File: config.mk
export PLATFORM = sky130hd
export DESIGN_NAME = mac_share_arbiter
export DESIGN_NICKNAME = d
export VERILOG_FILES = /design/src/rtl/mac_share_pkg.sv /design/src/rtl/mac_share_arbiter_rr_pick.sv /design/src/rtl/mac_share_arbiter.sv
export SDC_FILE = /design/constraint.sdc
export NUM_CORES = 1
export LEC_CHECK = 0
export CAP_MARGIN = 20
export CELL_PAD_IN_SITES_DETAIL_PLACEMENT = 0
export CELL_PAD_IN_SITES_GLOBAL_PLACEMENT = 1
export CORE_ASPECT_RATIO = 0.7
export CORE_MARGIN = 2
export CORE_UTILIZATION = 30
export CTS_BUF_LIST = sky130_fd_sc_hd__clkbuf_2 sky130_fd_sc_hd__clkbuf_4 sky130_fd_sc_hd__clkbuf_8
export DETAILED_ROUTE_END_ITERATION = 10
export GPL_TIMING_DRIVEN = 0
export PLACE_DENSITY = 0.9
export SETUP_SLACK_MARGIN = 0.3
export SKIP_LAST_GASP = 1
export SYNTH_ARGS = -nofsm -noshare
export SYNTH_HDL_FRONTEND = slang
export SYNTH_HIERARCHICAL = 1
export SYNTH_SLANG_ARGS = --single-unit
export TNS_END_PERCENT = 100
File: constraint.sdc
create_clock -name clk -period 4.6 [get_ports clk]
set_input_delay 0.69 -clock clk [delete_from_list [all_inputs] [get_ports clk]]
set_output_delay 0.69 -clock clk [all_outputs]
set_load 0.02 [all_outputs]
File: src/rtl/mac_share_pkg.sv
// Shared types and default sizes for the MAC sharing arbiter.
package mac_share_pkg;

    localparam int DEF_DATA_WIDTH = 32;
    localparam int DEF_NUM_REQ    = 4;

    // Sequencing of one shared MAC operation
    typedef enum logic [2:0] {
        IDLE,
        ISSUE,
        WAIT_HI,
        WAIT_LO,
        RESP
    } state_t;

endpackage

File: src/rtl/mac_share_arbiter_rr_pick.sv
// Combinational round-robin picker: first set request at or after ptr, wrapping.
module rr_priority_pick #(
    parameter int N     = 4,
    parameter int IDX_W = $clog2(N)
) (
    input  logic [N-1:0]     req,
    input  logic [IDX_W-1:0] ptr,
    output logic [N-1:0]     gnt_next,
    output logic [IDX_W-1:0] idx,
    output logic             valid
);

    // Scan from ptr upwards; the first hit wins and later hits are masked by valid
    always_comb begin
        int               j;
        logic [IDX_W-1:0] jj;
        gnt_next = '0;
        idx      = '0;
        valid    = 1'b0;
        j        = 0;
        jj       = '0;
        for (int off = 0; off < N; off++) begin
            j = int'(ptr) + off;
            if (j >= N) j = j - N;
            jj = IDX_W'(j);
            if (!valid && req[jj]) begin
                valid        = 1'b1;
                gnt_next[jj] = 1'b1;
                idx          = jj;
            end
        end
    end

endmodule

File: src/rtl/mac_share_arbiter.sv
// Round-robin sharing of one multi-cycle MAC. The accumulator is never cleared,
// so each op's a*b is recovered as (accumulator after) - (accumulator before).
module mac_share_arbiter
    import mac_share_pkg::*;
#(
    parameter int DATA_WIDTH   = DEF_DATA_WIDTH,
    parameter int NUM_REQ      = DEF_NUM_REQ,
    parameter int IDX_W        = $clog2(NUM_REQ),
    parameter int BUSY_TIMEOUT = 2
) (
    input  logic                          clk,
    input  logic                          rst,
    input  logic [NUM_REQ-1:0]            req,
    input  logic [NUM_REQ*DATA_WIDTH-1:0] req_a,
    input  logic [NUM_REQ*DATA_WIDTH-1:0] req_b,
    output logic [NUM_REQ-1:0]            gnt,
    output logic [NUM_REQ-1:0]            done,
    output logic [DATA_WIDTH-1:0]         result,
    output logic [IDX_W-1:0]              owner,
    output logic                          mac_start,
    output logic [DATA_WIDTH-1:0]         mac_a,
    output logic [DATA_WIDTH-1:0]         mac_b,
    input  logic                          mac_busy,
    input  logic [DATA_WIDTH-1:0]         mac_dout
);

    // Counter only needs to reach BUSY_TIMEOUT-1
    localparam int              TMO_W    = (BUSY_TIMEOUT < 2) ? 1 : $clog2(BUSY_TIMEOUT);
    localparam logic [TMO_W-1:0] TMO_LAST = TMO_W'(BUSY_TIMEOUT - 1);

    state_t                                state, state_nxt;
    logic [NUM_REQ-1:0][DATA_WIDTH-1:0]    op_a, op_b;
    logic [NUM_REQ-1:0]                    pick_oh;
    logic [IDX_W-1:0]                      pick_idx;
    logic                                  pick_vld;
    logic [IDX_W-1:0]                      rr_ptr;
    logic [DATA_WIDTH-1:0]                 base;
    logic [TMO_W-1:0]                      tmo_cnt;
    logic                                  grant_go;
    logic                                  enter_resp;

    // Packed view of the flat operand buses, requester i at slice i
    assign op_a = req_a;
    assign op_b = req_b;

    rr_priority_pick #(
        .N     (NUM_REQ),
        .IDX_W (IDX_W)
    ) u_pick (
        .req      (req),
        .ptr      (rr_ptr),
        .gnt_next (pick_oh),
        .idx      (pick_idx),
        .valid    (pick_vld)
    );

    // A busy MAC while idle is a stale op; hold off new grants until it settles
    assign grant_go   = (state == IDLE) && pick_vld && !mac_busy;
    assign enter_resp = (state_nxt == RESP) && (state != RESP);
    assign mac_start  = (state == ISSUE);
    assign done       = (state == RESP) ? gnt : '0;

    // State register
    always_ff @(posedge clk or posedge rst) begin
        if (rst) state <= IDLE;
        else     state <= state_nxt;
    end

    // Next-state: issue, wait for busy to rise (or time out), wait for it to fall, respond
    always_comb begin
        state_nxt = state;
        case (state)
            IDLE:    if (grant_go) state_nxt = ISSUE;
            ISSUE:   state_nxt = WAIT_HI;
            WAIT_HI: begin
                if (mac_busy)                  state_nxt = WAIT_LO;
                else if (tmo_cnt == TMO_LAST)  state_nxt = RESP;
            end
            WAIT_LO: if (!mac_busy) state_nxt = RESP;
            RESP:    state_nxt = IDLE;
            default: state_nxt = IDLE;
        endcase
    end

    // Grant capture, accumulator snapshot, timeout count, result and pointer update
    always_ff @(posedge clk or posedge rst) begin
        if (rst) begin
            gnt     <= '0;
            owner   <= '0;
            mac_a   <= '0;
            mac_b   <= '0;
            base    <= '0;
            result  <= '0;
            rr_ptr  <= '0;
            tmo_cnt <= '0;
        end else begin
            if (grant_go) begin
                gnt   <= pick_oh;
                owner <= pick_idx;
                mac_a <= op_a[pick_idx];
                mac_b <= op_b[pick_idx];
                base  <= mac_dout;
            end
            if (state == ISSUE)
                tmo_cnt <= '0;
            else if (state == WAIT_HI && !mac_busy)
                tmo_cnt <= tmo_cnt + 1'b1;
            // Modular difference makes accumulator wrap harmless
            if (enter_resp)
                result <= mac_dout - base;
            if (state == RESP) begin
                gnt    <= '0;
                rr_ptr <= (owner == IDX_W'(NUM_REQ - 1)) ? '0 : owner + 1'b1;
            end
        end
    end

endmodule

-- Word-level counts from Yosys, hierarchy flattened
Index checks and enable logic that the tools add are counted.
- $add $sub $neg: 10
- $lt $le $gt $ge: 13
- equality and inequality tests: 7
- multiplexer cells: 47
- bitwise operators: 3
- reductions and logical operators: 18
- operators with widths (operator ; count):
    binary-select mux 32 bit (select 2 bit) ; 2
    two-way mux 32 bit ; 2
    subtractor 32 bit ; 1
    two-way mux 4 bit ; 7
    two-way mux 2 bit ; 9
    < comparator 2 x 3 -> 1 bit, second input constant ; 5
    two-way mux 1 bit ; 14
    two-way mux 3 bit ; 4
    OR 4 bit ; 3
    case mux 3 bit (4 select lines) ; 1
    logical AND 1 bit ; 11
    greater-or-equal comparator 3 bit, second input constant ; 3
    binary-select mux 1 bit (select 2 bit) ; 4
    demux 1 bit (select 2 bit) ; 4
    greater-or-equal comparator 2 x 1 -> 1 bit, second input constant ; 4
    subtractor 2 x 1 -> 2 bit, second input constant ; 4
    adder 2 x 2 -> 3 bit, second input constant ; 2
    equality test 3 x 2 -> 1 bit, second input constant ; 2
    equality test 3 bit, second input constant ; 2
    logical NOT 1 bit ; 4
    nonzero test 2 bit ; 2
    adder 2 x 1 -> 3 bit, second input constant ; 1
    equality test 3 x 1 -> 1 bit, second input constant ; 1
    greater-or-equal comparator 2 x 3 -> 1 bit, second input constant ; 1
    5 further kinds ; 5
- flip-flop bits (word level): 140
- bits of input ports: 295
- output and inout port bits: 107
- word-level logic and storage cells: 107

-- Depth between registers and ports, before layout
- word-level depth: 20
- depth in mapped cells: 13
- gate-level depth less buffers: 10

-- Cells and area by module
Netlist, hierarchy kept.
- by module, submodules not included (module ; instances ; cells an instance ; area each (µm²) ; seq. area each (µm²)):
    mac_share_arbiter ; 1 ; 738 ; 8650.8 ; 3503.4
    rr_priority_pick ; 1 ; 45 ; 421.7 ; 0.0

-- Worst setup path before layout
Ideal clock, no wire load.
- path type: register -> register
- start point: reg rr_ptr[0]
- end point: reg mac_a[0]
- library setup time: 0.125 ns
- arrival: 3.335 ns
- required time: 4.475 ns
- slack: 1.141 ns
- stages on the path, launching flop included: 13
- path buffers: 4
- clock period less this slack: 3.459 ns
- cell sequence: dfrtp_1 > buf_6 > inv_1 > ha_1 > mux4_2 > buf_6 > and2b_2 > o21ai_0 > o31ai_1 > clkbuf_1 > buf_2 > mux4_2 > mux2_2
- cells in the longest elaborated chain, start to end: 16
- elaborated cells on any way between the ends: 41
- those cells by class: 7 x add/sub; 4 x order compare; 22 x mux; 8 x reduce/logical
- RTL lines (element ; RTL line ; source):
    from (decl) ; mac_share_arbiter.sv:36 ; logic [IDX_W-1:0] rr_ptr;
    from (signal assigned) ; mac_share_arbiter.sv:113 ; rr_ptr <= (owner == IDX_W'(NUM_REQ - 1)) ? '0 : owner + 1'b1;
    parallel branches: the longest is 13 deep, another holds adder 2 x 1 -> 3 bit ; n/a ;
    two-way mux 2 bit * ; mac_share_arbiter_rr_pick.sv:26 ; if (!valid && req[jj]) begin
    named net pick_idx[0] ; mac_share_arbiter.sv:34 ; logic [IDX_W-1:0] pick_idx;
    binary-select mux 32 bit (select 2 bit) * ; mac_share_arbiter.sv:100 ; mac_a <= op_a[pick_idx];
    two-way mux 32 bit (not written as such) * ; mac_share_arbiter.sv:100 ;
    to (signal assigned) ; mac_share_arbiter.sv:100 ;
    to (decl) ; mac_share_arbiter.sv:21 ; output logic [DATA_WIDTH-1:0] mac_a,
Mark *: on every way through the listed nets, which the timed path passes. The select of a mux whose other input is x is not followed.
A chain may end at the register's enable or synchronous reset.

-- Worst setup path in the final report
- start point: reg rr_ptr[0]
- end point: reg mac_a[4]
The elaborated chain is that of the path after synthesis.

==> impl_metrics.tcl <==
set metrics [dict create \
    hold_viol 0 \
    vdd_drop_max_v 0.000465 \
    worst-setup-path-type "reg2reg" \
    numCtsBuffers 17 \
    place.gp.congestion 0.909 \
    row_count 53 \
    setup_viol 0 \
    synth_warnings 6 \
    layout.nets 1540 \
    period_share 0.895 \
    hp-start "result[22]" \
    critPathMaxFanout 10 \
    synthCells 783 \
    tritoncts "yes" \
    rsz0062_at_grt "no" \
    slew_violations 0 \
    skew_ns 0.0149 \
    grt_usage 0.226 \
    clk_latency_ns 0.48 \
    start_kind "flop" \
    ant_nets 0 \
    drt-initial-drc-count 431 \
    yosysSeqAreaShare 0.386 \
    min_path_type "reg2reg" \
    vias_per_cell 5.01 \
    r2r_start "rr_ptr[0]" \
    clock_sinks 140 \
    vias 8221 \
    coreArea_um2 29900 \
    synth_area_per_cell_um2 11.6 \
    drive_gt1_frac 0.191 \
    wire_per_inst_um 21.6 \
    timing.rr.end "mac_a[4]" \
    grt_pass1_vias 8368 \
    fmax_mhz 243 \
    clockBufferDepth 2 \
    r2r_cells 11 \
    root_buffer "clkbuf_8" \
    io_buffers 401 \
    p_per_area_nw_per_um2 705 \
    pre_cts_ws_ns -0.0408 \
    finalWorstSetupSlack_ns 0.484 \
    ys.flop_type "dfrtp_1" \
    synth_seq_cells 140 \
    critPathRequiredTime_ns 4.97 \
    htree_levels 4 \
    grt_pass1_wl_um 51600 \
    max-slew-margin-rel 0.483 \
    area_growth_pct 56.4 \
    synth_fp_nets 1116 \
    async_reset_ff_frac 1.00 \
    cp.arrival_ns 4.48 \
    power_mw 10.0 \
    drt_wl_total_um 35500 \
    ys_types 64 \
    worstSetupEndpointType "flop" \
    die_area_um2 31700 \
    die_h_um 149 \
    p_leak_nw 5.74 \
    grt_max_degree 36 \
    grt.overflow.total 0 \
    drv_cap 0 \
    hold_path_end "result[22]" \
    regToRegSetupSlack_ns 0.48 \
    fin_crit_ns 4.12 \
    fp.dieW_um 212 \
    cts_hold_buf 0 \
    worstMarginPinSlew_ns 0.776 \
    io_pins 402 \
    synth-edff-count 0 \
    min_path_cells 2 \
    antenna_found_initial 11 \
    netlist_area_um2 9070 \
    status "complete, no violations" \
    dp_hpwl_um 29300 \
    initial_core_util 0.303 \
    clk_transition_reported_paths_ns 0.09 \
    drc 0 \
    dr.pass1.iters 5 \
]
-- how the worst max path moves through the flow --
stage	from	to	slack, ns	cells past startpoint
6_report	rr_ptr[0]	mac_a[4]	0.48	11
5_1_grt	rr_ptr[0]	state[0]	0.30	12
4_1_cts	rr_ptr[0]	mac_b[7]	0.34	12
3_5_place_dp	req[3]	mac_b[7]	-0.04	8
3_3_place_gp	req[3]	mac_b[7]	0.01	8
2_1_floorplan	rr_ptr[0]	mac_a[0]	1.14	12
-- sequential cells by signal (all words and copies together) (netlist names) --
signal and count:
gnt 4, base 32, mac_b 32, rr_ptr 2
state 3, result 32, tmo_cnt 1, owner 2
mac_a 32
-- power by group --
part | switching [mW] | total, mW | internal, mW
Clock | 0.514 | 1.20 | 0.685
Combinational | 3.32 | 6.58 | 3.26
Sequential | 0.363 | 2.22 | 1.86
-- what timing repair did --
action                     4_1_cts  5_1_grt
buffers inserted                 0        0
setup endpoints to repair        0       41
gates resized for setup          0       10
-- logic make-up (layout without fill, tap and decap cells) --
| kind of cell | after synthesis | count (layout) | share of synthesized area |
|---|---|---|---|
| buffers and inverters | 106 | 542 | 0.0474 |
| DFF | 140 | 140 | 0.386 |
| adders and majority gates | 38 | 38 | 0.0532 |
| xor gates and xnor gates | 23 | 23 | 0.0222 |
| AOI/OAI and AO/OA | 158 | 158 | 0.112 |
| muxes | 172 | 172 | 0.298 |
| other | 0 | 11 | 0 |
| and+or+nand+nor | 146 | 146 | 0.0812 |
-- final cells by class --
class / count / area [um2]
diodes: 11 / 27.5
plain buffers: 56 / 251
clock buffers: 20 / 275
clock inverters: 11 / 189
fillers: 2742 / 15700
inverters: 50 / 191
multi-input cells: 537 / 5140
flip-flops and latches: 140 / 3500
well taps: 412 / 515
repair buffers: 405 / 4090
-- layout by cell type (no fill, tap or decap), types with 4 or more instances in the layout --
cell               n
buf_1              5
and3_1             7
inv_1             48
o2111ai_1          4
clkbuf_8          20
nand2b_1           6
nor2_1            25
buf_2             13
a21o_1            10
xnor2_1           12
diode_2           11
nand3_1           15
o21ai_1            4
a22oi_1            8
nor3_1             6
xor2_1            11
o21bai_1           5
clkdlybuf4s50_1  401
nand4_1           13
a21oi_1           37
dfrtp_1          140
o21ai_0           52
clkbuf_1          32
and2_1             5
mux4_2            66
bufinv_16          5
o31ai_1            6
buf_12             4
o21a_1             4
nand2_1           50
mux2i_1            5
ha_1              37
mux2_2            99
-- layer usage --
| layer | up-vias | wire length (um) | track usage |
|---|---|---|---|
| met5 | - | 8 | 0 |
| met4 | 2 | 1460 | 0.120 |
| met3 | 61 | 3080 | 0.0800 |
| met2 | 326 | 17500 | 0.370 |
| met1 | 4061 | 13400 | 0.261 |
| li1 | 3771 | - | - |
-- per-stage QoR --
step	utilization	TNS (ns)	instances	hold slack [ns]	cell area [um2]
floorplan	-	0	783	0.454	9080
global placement	0.455	0	1596	0.463	13600
detailed placement	0.458	-0.0875	1600	0.470	13700
CTS	0.473	0	1631	0.459	14100
global route	0.474	0	1640	0.482	14200
finish	0.474	0	1642	0.483	14200
-- worst max-delay path, stage by stage, from the launching register on --
cell and delay (ns):
dfrtp_1 0.45, buf_6 0.18, inv_1 0.07, ha_1 0.36, mux4_2 0.32, buf_6 0.16, nor3_1 0.33, a32o_1 0.24
buf_1 0.57, buf_1 0.60, mux4_2 0.43, mux2_2 0.27
-- cell usage after synthesis, types with 5 or more instances --
cell / instances / area share
a21o_1: 10 / 0.0083
a21oi_1: 37 / 0.020
a22oi_1: 8 / 0.0066
and2_1: 5 / 0.0034
and3_1: 7 / 0.0048
buf_2: 13 / 0.0072
clkbuf_1: 37 / 0.015
dfrtp_1: 140 / 0.39
ha_1: 37 / 0.051
inv_1: 49 / 0.020
mux2_2: 99 / 0.12
mux2i_1: 5 / 0.0055
mux4_2: 66 / 0.16
nand2_1: 50 / 0.021
nand2b_1: 6 / 0.0041
nand3_1: 15 / 0.0083
nand4_1: 13 / 0.0090
nor2_1: 25 / 0.010
nor3_1: 6 / 0.0033
o21ai_0: 52 / 0.029
o21bai_1: 5 / 0.0041
o31ai_1: 6 / 0.0050
xnor2_1: 12 / 0.012
xor2_1: 11 / 0.011
Note: power is estimated with default switching activity, not from simulation.
